**src/rtl/riscv_test_monitor.sv**
```systemverilog
// End-of-test monitor for riscv-tests programs: watches data-memory writes to
// tohost, decodes pass/fail/test number, and enforces a cycle budget.
module riscv_test_monitor #(
  parameter int                ADDR_W      = 32,
  parameter int                DATA_W      = 32,
  parameter logic [ADDR_W-1:0] TOHOST_ADDR = 32'h0000_1000,
  parameter int                MAX_TICKS   = 5000,
  parameter int                CNT_W       = 32
) (
  input  logic                clk,
  input  logic                rst,
  input  logic                en,
  input  logic                wr_valid,
  input  logic [ADDR_W-1:0]   wr_addr,
  input  logic [DATA_W-1:0]   wr_data,
  input  logic [DATA_W/8-1:0] wr_strb,
  output logic                done,
  output logic                pass,
  output logic                fail,
  output logic                timeout,
  output logic [DATA_W-2:0]   fail_id,
  output logic [CNT_W-1:0]    cycles
);

  typedef enum logic [2:0] {
    S_IDLE,
    S_RUN,
    S_PASS,
    S_FAIL,
    S_TIMEOUT
  } state_t;

  state_t            state_q, state_d;
  logic [CNT_W-1:0]  cycles_q, cycles_d, cycles_inc;
  logic [DATA_W-2:0] fail_id_q, fail_id_d;
  logic              pass_q, pass_d;
  logic              fail_q, fail_d;
  logic              timeout_q, timeout_d;
  logic              done_q, done_d;
  logic              tohost_hit;

  // Only a full-width store to tohost counts; partial stores are ignored.
  assign tohost_hit = wr_valid && (wr_addr == TOHOST_ADDR) && (&wr_strb);
  assign cycles_inc = (&cycles_q) ? cycles_q : cycles_q + CNT_W'(1);

  always_comb begin
    state_d   = state_q;
    cycles_d  = cycles_q;
    fail_id_d = fail_id_q;
    pass_d    = pass_q;
    fail_d    = fail_q;
    timeout_d = timeout_q;
    case (state_q)
      S_IDLE: begin
        cycles_d = '0;
        if (en) state_d = S_RUN;
      end
      S_RUN: begin
        cycles_d = cycles_inc;
        // A verdict write in the last budget cycle takes priority over timeout.
        if (tohost_hit && (wr_data == DATA_W'(1))) begin
          state_d = S_PASS;
          pass_d  = 1'b1;
        end else if (tohost_hit && wr_data[0]) begin
          state_d   = S_FAIL;
          fail_d    = 1'b1;
          fail_id_d = wr_data[DATA_W-1:1];
        end else if (cycles_q == CNT_W'(MAX_TICKS - 1)) begin
          state_d   = S_TIMEOUT;
          timeout_d = 1'b1;
        end
      end
      S_PASS, S_FAIL, S_TIMEOUT: ;
      default: state_d = S_IDLE;
    endcase
    done_d = pass_d | fail_d | timeout_d;
  end

  always_ff @(posedge clk or negedge rst) begin
    if (!rst) begin
      state_q   <= S_IDLE;
      cycles_q  <= '0;
      fail_id_q <= '0;
      pass_q    <= 1'b0;
      fail_q    <= 1'b0;
      timeout_q <= 1'b0;
      done_q    <= 1'b0;
    end else begin
      state_q   <= state_d;
      cycles_q  <= cycles_d;
      fail_id_q <= fail_id_d;
      pass_q    <= pass_d;
      fail_q    <= fail_d;
      timeout_q <= timeout_d;
      done_q    <= done_d;
    end
  end

  assign done    = done_q;
  assign pass    = pass_q;
  assign fail    = fail_q;
  assign timeout = timeout_q;
  assign fail_id = fail_id_q;
  assign cycles  = cycles_q;

endmodule

```
**config.mk**
```make
export PLATFORM = sky130hd
export DESIGN_NAME = riscv_test_monitor
export DESIGN_NICKNAME = d
export VERILOG_FILES = /design/src/rtl/riscv_test_monitor.sv
export SDC_FILE = /design/constraint.sdc
export NUM_CORES = 1
export LEC_CHECK = 0
export ABC_AREA = 1
export CAP_MARGIN = 20
export CORE_ASPECT_RATIO = 1.75
export CORE_UTILIZATION = 45
export CTS_CLUSTER_SIZE = 24
export DETAILED_ROUTE_END_ITERATION = 10
export PLACE_DENSITY = 0.79
export SYNTH_ARGS = -nofsm -noshare
export SYNTH_HDL_FRONTEND = slang
export SYNTH_SLANG_ARGS = --single-unit
```
**constraint.sdc**
```tcl
create_clock -name clk -period 1.91 [get_ports clk]
set_input_delay 0.4775 -clock clk [delete_from_list [all_inputs] [get_ports clk]]
set_output_delay 0.4775 -clock clk [all_outputs]
set_load 0.01 [all_outputs]
```
* After elaboration in Yosys (flattened, before gate mapping)
Index checks and enable logic that the tools add are counted.
Word-level totals: ROM bits 0, bits in registers 70, input bits 72, output and inout port bits 67, memories 0, bits in writable memories 0, latch bits 0
Operators by class: divide/modulo/power cells 0, bitwise logic cells 4, $add $sub $neg 1, eq/ne operators 10, reductions and logical operators 12, multiplexer cells 16, shifts and indexed selects 0, $lt $le $gt $ge 0, multiply operators 0
Operators by type and width (count):
- equality test 32 x 13 -> 1 bit (second input constant) | 2
- one-hot mux 32 bit (2 select lines) | 1
- adder 32 x 1 -> 32 bit (second input constant) | 1
- equality test 32 x 1 -> 1 bit (second input constant) | 1
- two-way mux 32 bit | 1
- AND reduction 32 bit | 1
- two-way mux 3 bit | 4
- two-way mux 1 bit | 9
- one-hot mux 3 bit (3 select lines) | 1
- equality test 3 x 2 -> 1 bit (second input constant) | 2
- AND reduction 3 bit | 2
- logical AND 1 bit | 4
- inequality test 2 bit (second input constant) | 2
- inequality test 4 bit (second input constant) | 1
- AND reduction 4 bit | 1
- equality test 3 x 1 -> 1 bit (second input constant) | 1
- equality test 3 bit (second input constant) | 1
- logical NOT 3 bit | 1
- OR reduction 3 bit | 1
- NOT 1 bit | 2
- OR 1 bit | 2
- AND reduction 2 bit | 1
- nonzero test 2 bit | 1

* Logic depth before layout (Yosys ltp)
Gate-level depths: netlist of run 1.
depth after elaboration 9, depth in mapped cells 12, mapped depth without buffers 11

* Worst setup path before layout of run 1
No wires, ideal clock.
kind reg-to-reg, from reg cycles_q[0] (netlist: cycles[0]), to reg cycles_q[21] (netlist: cycles[21]), clock period less this slack 1.819 ns, library setup time 0.119 ns, required time 1.791 ns, stages on the path, launching flop included 12, arrival 1.699 ns, path slack 0.091 ns, buffers on the path 1, path through dfrtp_1 > ha_1 > nand2_2 > nor2_4 > nand2_2 > nor2_4 > nand2_2 > nand2_4 > nand2_4 > buf_6 > a21oi_1 > nor2_1
Between the ends: word-level cells in the longest chain between the ends 3, elaborated cells between the ends (all ways) 6, those cells by class add/sub: 1; eq/ne: 1; mux: 2; reduce/logical: 2
RTL lines:
- start, declared | line 34 | logic [CNT_W-1:0] cycles_q, cycles_d, cycles_inc;
- start signal, assigned | line 90 | cycles_q <= cycles_d;
- adder 32 x 1 -> 32 bit or AND reduction 32 bit (tied branches) | line 44 | assign cycles_inc = (&cycles_q) ? cycles_q : cycles_q + CNT_W'(1);
- two-way mux 32 bit or inequality test 2 bit (tied branches)
- one-hot mux 32 bit (2 select lines) or AND reduction 2 bit (tied branches)
Several ways; a longest one is shown, not always the timed one. The select of a mux whose other input is x is not followed. A chain may end at the register's enable or synchronous reset.

* Final worst setup path of run 1
from reg cycles_q[6] (netlist: cycles[6]), to out cycles[6]
RTL lines:
- end, declared | line 22 | output logic [CNT_W-1:0] cycles
No word-level cell between the ends.

==> impl_metrics.json, run 1 <==
{
  "status": "completed",
  "synth_cell_type_count": 33,
  "grt_pass1_wl_microns": 22340,
  "ys_warn_count": 0,
  "h-tree-depth": 3,
  "startpoint": "cycles[6]$_DFFE_PN0P_",
  "critPathLaunchType": "flop",
  "core-area_sq_mm": 0.008727,
  "ys_ff_latch": 70,
  "synth.cell_area_sq_mm": 0.004085,
  "hold_viol_final": 0,
  "setup_violations": 0,
  "worstPathCellList": "clkdlybuf4s50_1",
  "path_delay_family": "buffers and inverters",
  "grt_pass1_vias": 4898,
  "numClockSinks": 70,
  "wl_per_cell_microns": 16.38,
  "fmax_mhz": 524.7,
  "antenna_found_initial": 0,
  "grt_max_degree": 49,
  "hpwl_microns": 11190,
  "hold_buffers": 0,
  "worstSetupEndpoint": "cycles[6]",
  "pwr-share-clk_pct": 38.2,
  "reg2reg_to": "cycles[5]$_DFFE_PN0P_",
  "gp_congestion": 1.038,
  "clock_path_buffers": 2,
  "arrival_ps": 1430,
  "drive_above_1_share_pct": 19.95,
  "r2r_cells": 10,
  "die-area_sq_mm": 0.009478,
  "rrSetupSlack_ps": 90,
  "p_sw_share_pct": 30.94,
  "dp.cells": 888,
  "grt.total_usage_pct": 31.77,
  "reg2reg_from": "cycles[6]$_DFFE_PN0P_",
  "post-place-ws_ps": -353.8,
  "yosysTopAreaCell": "dfrtp_1",
  "rows": 45,
  "layout_min_cycle_time_ps": 1906,
  "cts_tree": "done",
  "synth_top_area_share_pct": 42.88,
  "die_h_microns": 128.0,
  "remaining_drc_errors": 0,
  "p_leak_nw": 3.171,
  "root_buffer": "clkbuf_16",
  "layout_common_cells": "nand2_1 (123), clkdlybuf4s50_1 (106), nor2_1 (101)",
  "max_slew_margin_pct": 71.78,
  "firstDrtPassIters": 4,
  "end_kind": "output pin",
  "cp_max_fo": 5,
  "seq_power_share_pct": 34.8,
  "die_x_microns": 74.03,
  "ant_nets": 0,
  "powerDensity_mw_per_mm2": 656.3,
  "ys_top_cells_by_area": "dfrtp_1 (43%), nand2_1 (11%), nor2_1 (11%), inv_1 (6.3%), nand3_1 (3.7%)",
  "synth_area_per_cell_sq_um": 7.154,
  "path_class": "flop to output pin",
  "clk_pin_slew_ps": 60,
  "cp.required_ps": 1430,
  "period_share_pct": 99.78,
  "overflow": 0,
  "worstSkewPairLatency_ps": 330,
  "cts_buffers": 9,
  "area_delta_synth_final_pct": 65.60,
  "drt-total-wl_microns": 14970,
  "initial_core_util_pct": 46.81,
  "hold_class": "input pin to asynchronous set/reset pin",
  "syn-num-nets": 644,
  "p_comb_share_pct": 27.0,
  "drtIter0Drc": 303,
  "p_total_mw": 4.440,
  "syn-instance-count": 571,
  "crit_cells": 1,
  "vias": 4893,
  "antenna_cells": 0,
  "ir_drop_uv": 480.3,
  "final-instance-count-excl-fill": 914,
  "drv_cap": 0,
  "io_pins": 139,
  "portBuffers": 138,
  "skew_ps": 11.65,
  "final_common_cell": "nand2_1",
  "max_slew.worst_pin.slew_ps": 421.8,
  "worst_slack_ps": 4.181,
  "worst_path_max_delay_cell": "clkdlybuf4s50_1",
  "vias_per_cell": 5.353,
  "cp.buffers_inverters": 1,
  "num-nets-final": 865,
  "yosysSeqAreaShare_pct": 42.88,
  "switching_power_mw": 1.374,
  "cp_slowest_stage_delay_ps": 590,
  "power_report.internal_total_mw": 3.066,
  "slew_violations": 0
}
[routing by layer]
| metal | part of all wire (%) | wire, microns | global-route usage [%] |
|---|---|---|---|
| met4 | 7.3 | 1086 | 23.76 |
| met3 | 5.4 | 810 | 6.682 |
| met1 | 35 | 5190 | 30.93 |
| met5 | 0 | 0 | 0 |
| met2 | 53 | 7882 | 56.42 |
[what timing repair did]
item / 4_1_cts / 5_1_grt
pin swaps: 0 / 35
buffers inserted: 2 / 5
gates cloned: 0 / 3
setup endpoints to repair: 8 / 55
resized for setup: 3 / 63
[power by group through the flow]
stage          registers, mW  clock network, mW  logic, mW
6_report                1.54               1.70       1.20
5_1_grt                 1.55               1.78       1.29
4_1_cts                 1.54               1.71       1.18
3_5_place_dp            1.57                  0       1.17
3_3_place_gp            1.57                  0       1.15
2_1_floorplan           1.59                  0      0.523
[cell families after synthesis]
| family | after synthesis | synth area share, % |
|---|---|---|
| flip-flops | 70 | 42.88 |
| adder cells (fa/ha/maj) | 1 | 0.3062 |
| buffers and inverters | 83 | 8.086 |
| AO/OA/AOI/OAI | 73 | 10.35 |
| XOR/XNOR | 11 | 2.358 |
| AND/OR/NAND/NOR | 333 | 36.02 |
[flip-flops by register name, summed over array words and instances (netlist names)]
signal and flops:
timeout 1, pass 1, done 1, cycles 32, fail 1, fail_id 31, state_q 3
[Yosys cell counts]
library cell  instances
nand3b_1              3
nand2_2               4
nor2_1              117
o211ai_1              1
nor3_1               18
nor3b_1               1
buf_6                 1
xor2_1               11
nand3_1              30
nand2_1             125
nand2_4               2
nand3_2               1
inv_2                 4
a21oi_1              15
o21ai_2              11
nor3_2                1
o21ai_0               9
nor3_4                1
buf_2                 6
o21ai_1              27
buf_1                 1
and2_1                1
nor2_4                3
ha_1                  1
nor3b_2               1
nand4_1              23
o22ai_1               9
clkbuf_1              1
nor2_2                2
dfrtp_1              70
buf_4                 1
a21boi_0              1
inv_1                69
[stage by stage]
stage,utilization [%],setup TNS (ps),hold WS [ps],cell area [sq um]
2_1_floorplan,-,0,181.9,4085
6_report,77.52,0,25.90,6765
3_5_place_dp,70.61,-10520,378.7,6162
4_1_cts,74.34,0,30.75,6487
3_3_place_gp,70.61,-9593,374.4,6162
5_1_grt,77.52,-494.5,36.53,6765
[final cells by class]
| type | count | area, sq um |
|---|---|---|
| clock buffers | 12 | 246.5 |
| clock inverters | 4 | 55.05 |
| fillers | 625 | 1962 |
| inverters | 73 | 274.0 |
| multi-input cells | 418 | 2095 |
| flip-flops and latches | 70 | 1762 |
| well taps | 117 | 146.4 |
| repair buffers | 220 | 2187 |
[worst min-delay path by stage]
stage	cells after the start	startpoint	slack, ps	to
finish	1	rst	30	cycles[15]$_DFFE_PN0P_
global route	1	rst	40	cycles[15]$_DFFE_PN0P_
CTS	1	rst	30	cycles[12]$_DFFE_PN0P_
detailed placement	1	rst	380	cycles[15]$_DFFE_PN0P_
global placement	1	rst	370	cycles[15]$_DFFE_PN0P_
floorplan	0	rst	180	cycles[0]$_DFFE_PN0P_
(Power assumes the default switching activity.)
==> run 2: changes to the inputs <==
CORE_UTILIZATION = 46   (was 45)
PLACE_DENSITY = 0.81   (was 0.79)
==> run 2 against run 1 <==
Net effect: the flow now finishes with violations (negative setup slack); fmax is 1.8% lower; combinational power hardly changed; via count is 0.57% higher; first-iteration DRC count is 0.99% higher; hold slack better by 120 ps; wire length is 3.8% higher; sequential share of layout area is 0.089 points higher; clock power hardly changed; die area is 2.1% lower; total power is 0.31% higher; design area is 0.48% lower; highest routed layer unchanged.
==> impl_metrics.json, run 2 (same netlist as run 1, synthesis figures left out) <==
{
  "p_sw_share_pct": 31.53,
  "cp_max_fo": 9,
  "drive_above_1_share_pct": 18.96,
  "cts_buffers": 9,
  "remaining_drc_errors": 0,
  "skew_ps": 10.44,
  "rrSetupSlack_ps": 90,
  "grt_max_degree": 71,
  "final_common_cell": "nand2_1",
  "core-area_sq_mm": 0.008671,
  "drv_cap": 0,
  "die_x_microns": 73.24,
  "die-area_sq_mm": 0.009276,
  "status": "complete, but fails checks",
  "vias": 4921,
  "portBuffers": 138,
  "firstDrtPassIters": 5,
  "period_share_pct": 101.6,
  "fmax_mhz": 515.1,
  "cp.required_ps": 2120,
  "numClockSinks": 70,
  "ir_drop_uv": 465.7,
  "worst_slack_ps": -31.38,
  "seq_power_share_pct": 35.1,
  "die_h_microns": 126.7,
  "io_pins": 139,
  "dpl_cell_area_sq_mm": 0.006122,
  "power_report.internal_total_mw": 3.050,
  "violations": "negative setup slack",
  "clk_pin_slew_ps": 60,
  "finalSetupTns_ps": -157.9,
  "p_total_mw": 4.454,
  "rows": 45,
  "h-tree-depth": 3,
  "end_kind": "flop",
  "arrival_ps": 2160,
  "ant_nets": 0,
  "num-nets-final": 859,
  "hold_buffers": 0,
  "switching_power_mw": 1.404,
  "critPathLaunchType": "input pin",
  "final-instance-count-excl-fill": 908,
  "area_delta_synth_final_pct": 64.81,
  "hold_viol_final": 0,
  "gp_congestion": 0.9867,
  "max_slew.worst_pin.slew_ps": 424.3,
  "initial_core_util_pct": 47.11,
  "grt.total_usage_pct": 32.77,
  "layout_common_cells": "nand2_1 (123), nor2_1 (104), clkdlybuf4s50_1 (100)",
  "worstSkewPairLatency_ps": 340,
  "root_buffer": "clkbuf_16",
  "grt_pass1_wl_microns": 22560,
  "cts_tree": "done",
  "powerDensity_mw_per_mm2": 661.5,
  "vias_per_cell": 5.420,
  "post-place-ws_ps": -379.5,
  "drtIter0Drc": 306,
  "fin_hold_ws_ps": 147.2,
  "pwr-share-clk_pct": 38.1,
  "p_comb_share_pct": 26.8,
  "hold_class": "input pin to asynchronous set/reset pin",
  "antenna_cells": 0,
  "p_leak_nw": 3.172,
  "drt-total-wl_microns": 15530,
  "setup_violations": 11,
  "grt_pass1_vias": 4816,
  "hpwl_microns": 11270,
  "path_class": "input pin to flop",
  "antenna_found_initial": 0,
  "design_area_sq_mm": 0.006733,
  "layout_min_cycle_time_ps": 1941,
  "dp.cells": 881,
  "clock_path_buffers": 2,
  "nFillCells": 634,
  "largest_reg_flops": 32,
  "max_slew_margin_pct": 71.50,
  "slew_violations": 0,
  "final_util_pct": 77.65,
  "wl_per_cell_microns": 17.11,
  "overflow": 0
}
run 2: cell count changes in the layout (fill, tap and decap cells not counted), moves of 2 or more:
cell / before / now
buf_4: 72 / 64
clkdlybuf4s50_1: 106 / 100
dlymetal6s2s_1: 31 / 36
inv_1: 69 / 66
inv_2: 4 / 7
nor2_1: 101 / 104
clkinvlp_4: 1 / 3
dfrtp_1: 62 / 64
dfrtp_2: 8 / 6
nand3_1: 28 / 30
nand3_2: 3 / 1
nor2_2: 17 / 15
nor3_2: 4 / 2
run 2: timing repair:
| item | 4_1_cts | 5_1_grt |
|---|---|---|
| gates resized for setup | 4 | 63 |
| cloned | 0 | 4 |
| endpoints found under the setup margin | 20 | 63 |
| buffers inserted | 1 | 6 |
| pin swaps | 0 | 19 |
| endpoints found under the hold margin | 0 | 0 |
run 2: final cells by class:
cell class | count | area, sq um | share of cell area (%)
Tap cell | 117 | 146.4 | 2.174
Clock buffer | 10 | 229.0 | 3.401
Timing Repair Buffer | 214 | 2183 | 32.43
Inverter | 73 | 274.0 | 4.070
Clock inverter | 6 | 70.07 | 1.041
Sequential cell | 70 | 1759 | 26.13
Multi-Input combinational cell | 418 | 2071 | 30.76
run 2: layer usage:
layer	share of wire (%)	vias up	routed length, microns	track usage [%]
met1	33	2368	5193	32.38
met5	0	-	0	0
met4	6.1	0	949	20.42
met3	6.1	61	948	8.578
li1	-	2276	-	-
met2	54	216	8440	58.66
run 2: final timing paths:
kind | start | cells past startpoint | endpoint
max in group asynchronous | rst | 2 | cycles[10]$_DFFE_PN0P_
min in group clk | wr_data[29] | 3 | fail_id[28]$_DFFE_PN0P_
setup / recovery | wr_addr[5] | 11 | fail_id[21]$_DFFE_PN0P_
hold reg to reg | timeout$_DFF_PN0_ | 2 | timeout$_DFF_PN0_
setup reg to reg | cycles[0]$_DFFE_PN0P_ | 12 | cycles[4]$_DFFE_PN0P_
hold / removal | rst | 2 | fail_id[23]$_DFFE_PN0P_
run 2: power groups by stage:
| stage | combinational [mW] | sequential [mW] | clock [mW] |
|---|---|---|---|
| after floorplan | 0.523 | 1.59 | 0 |
| after global placement | 1.15 | 1.58 | 0 |
| after detailed placement | 1.18 | 1.59 | 0 |
| after CTS | 1.18 | 1.56 | 1.71 |
| after global routing | 1.29 | 1.57 | 1.78 |
| final | 1.19 | 1.56 | 1.70 |
run 2: critical path, cell delays in order:
cell and delay (ps):
clkdlybuf4s50_1 420, nor2_1 140, nand3_1 130, nor2_1 130, nand3_1 110, nor2_2 190, o21ai_4 110, buf_12 150
clkbuf_16 150, nand2_1 50, o21ai_1 80
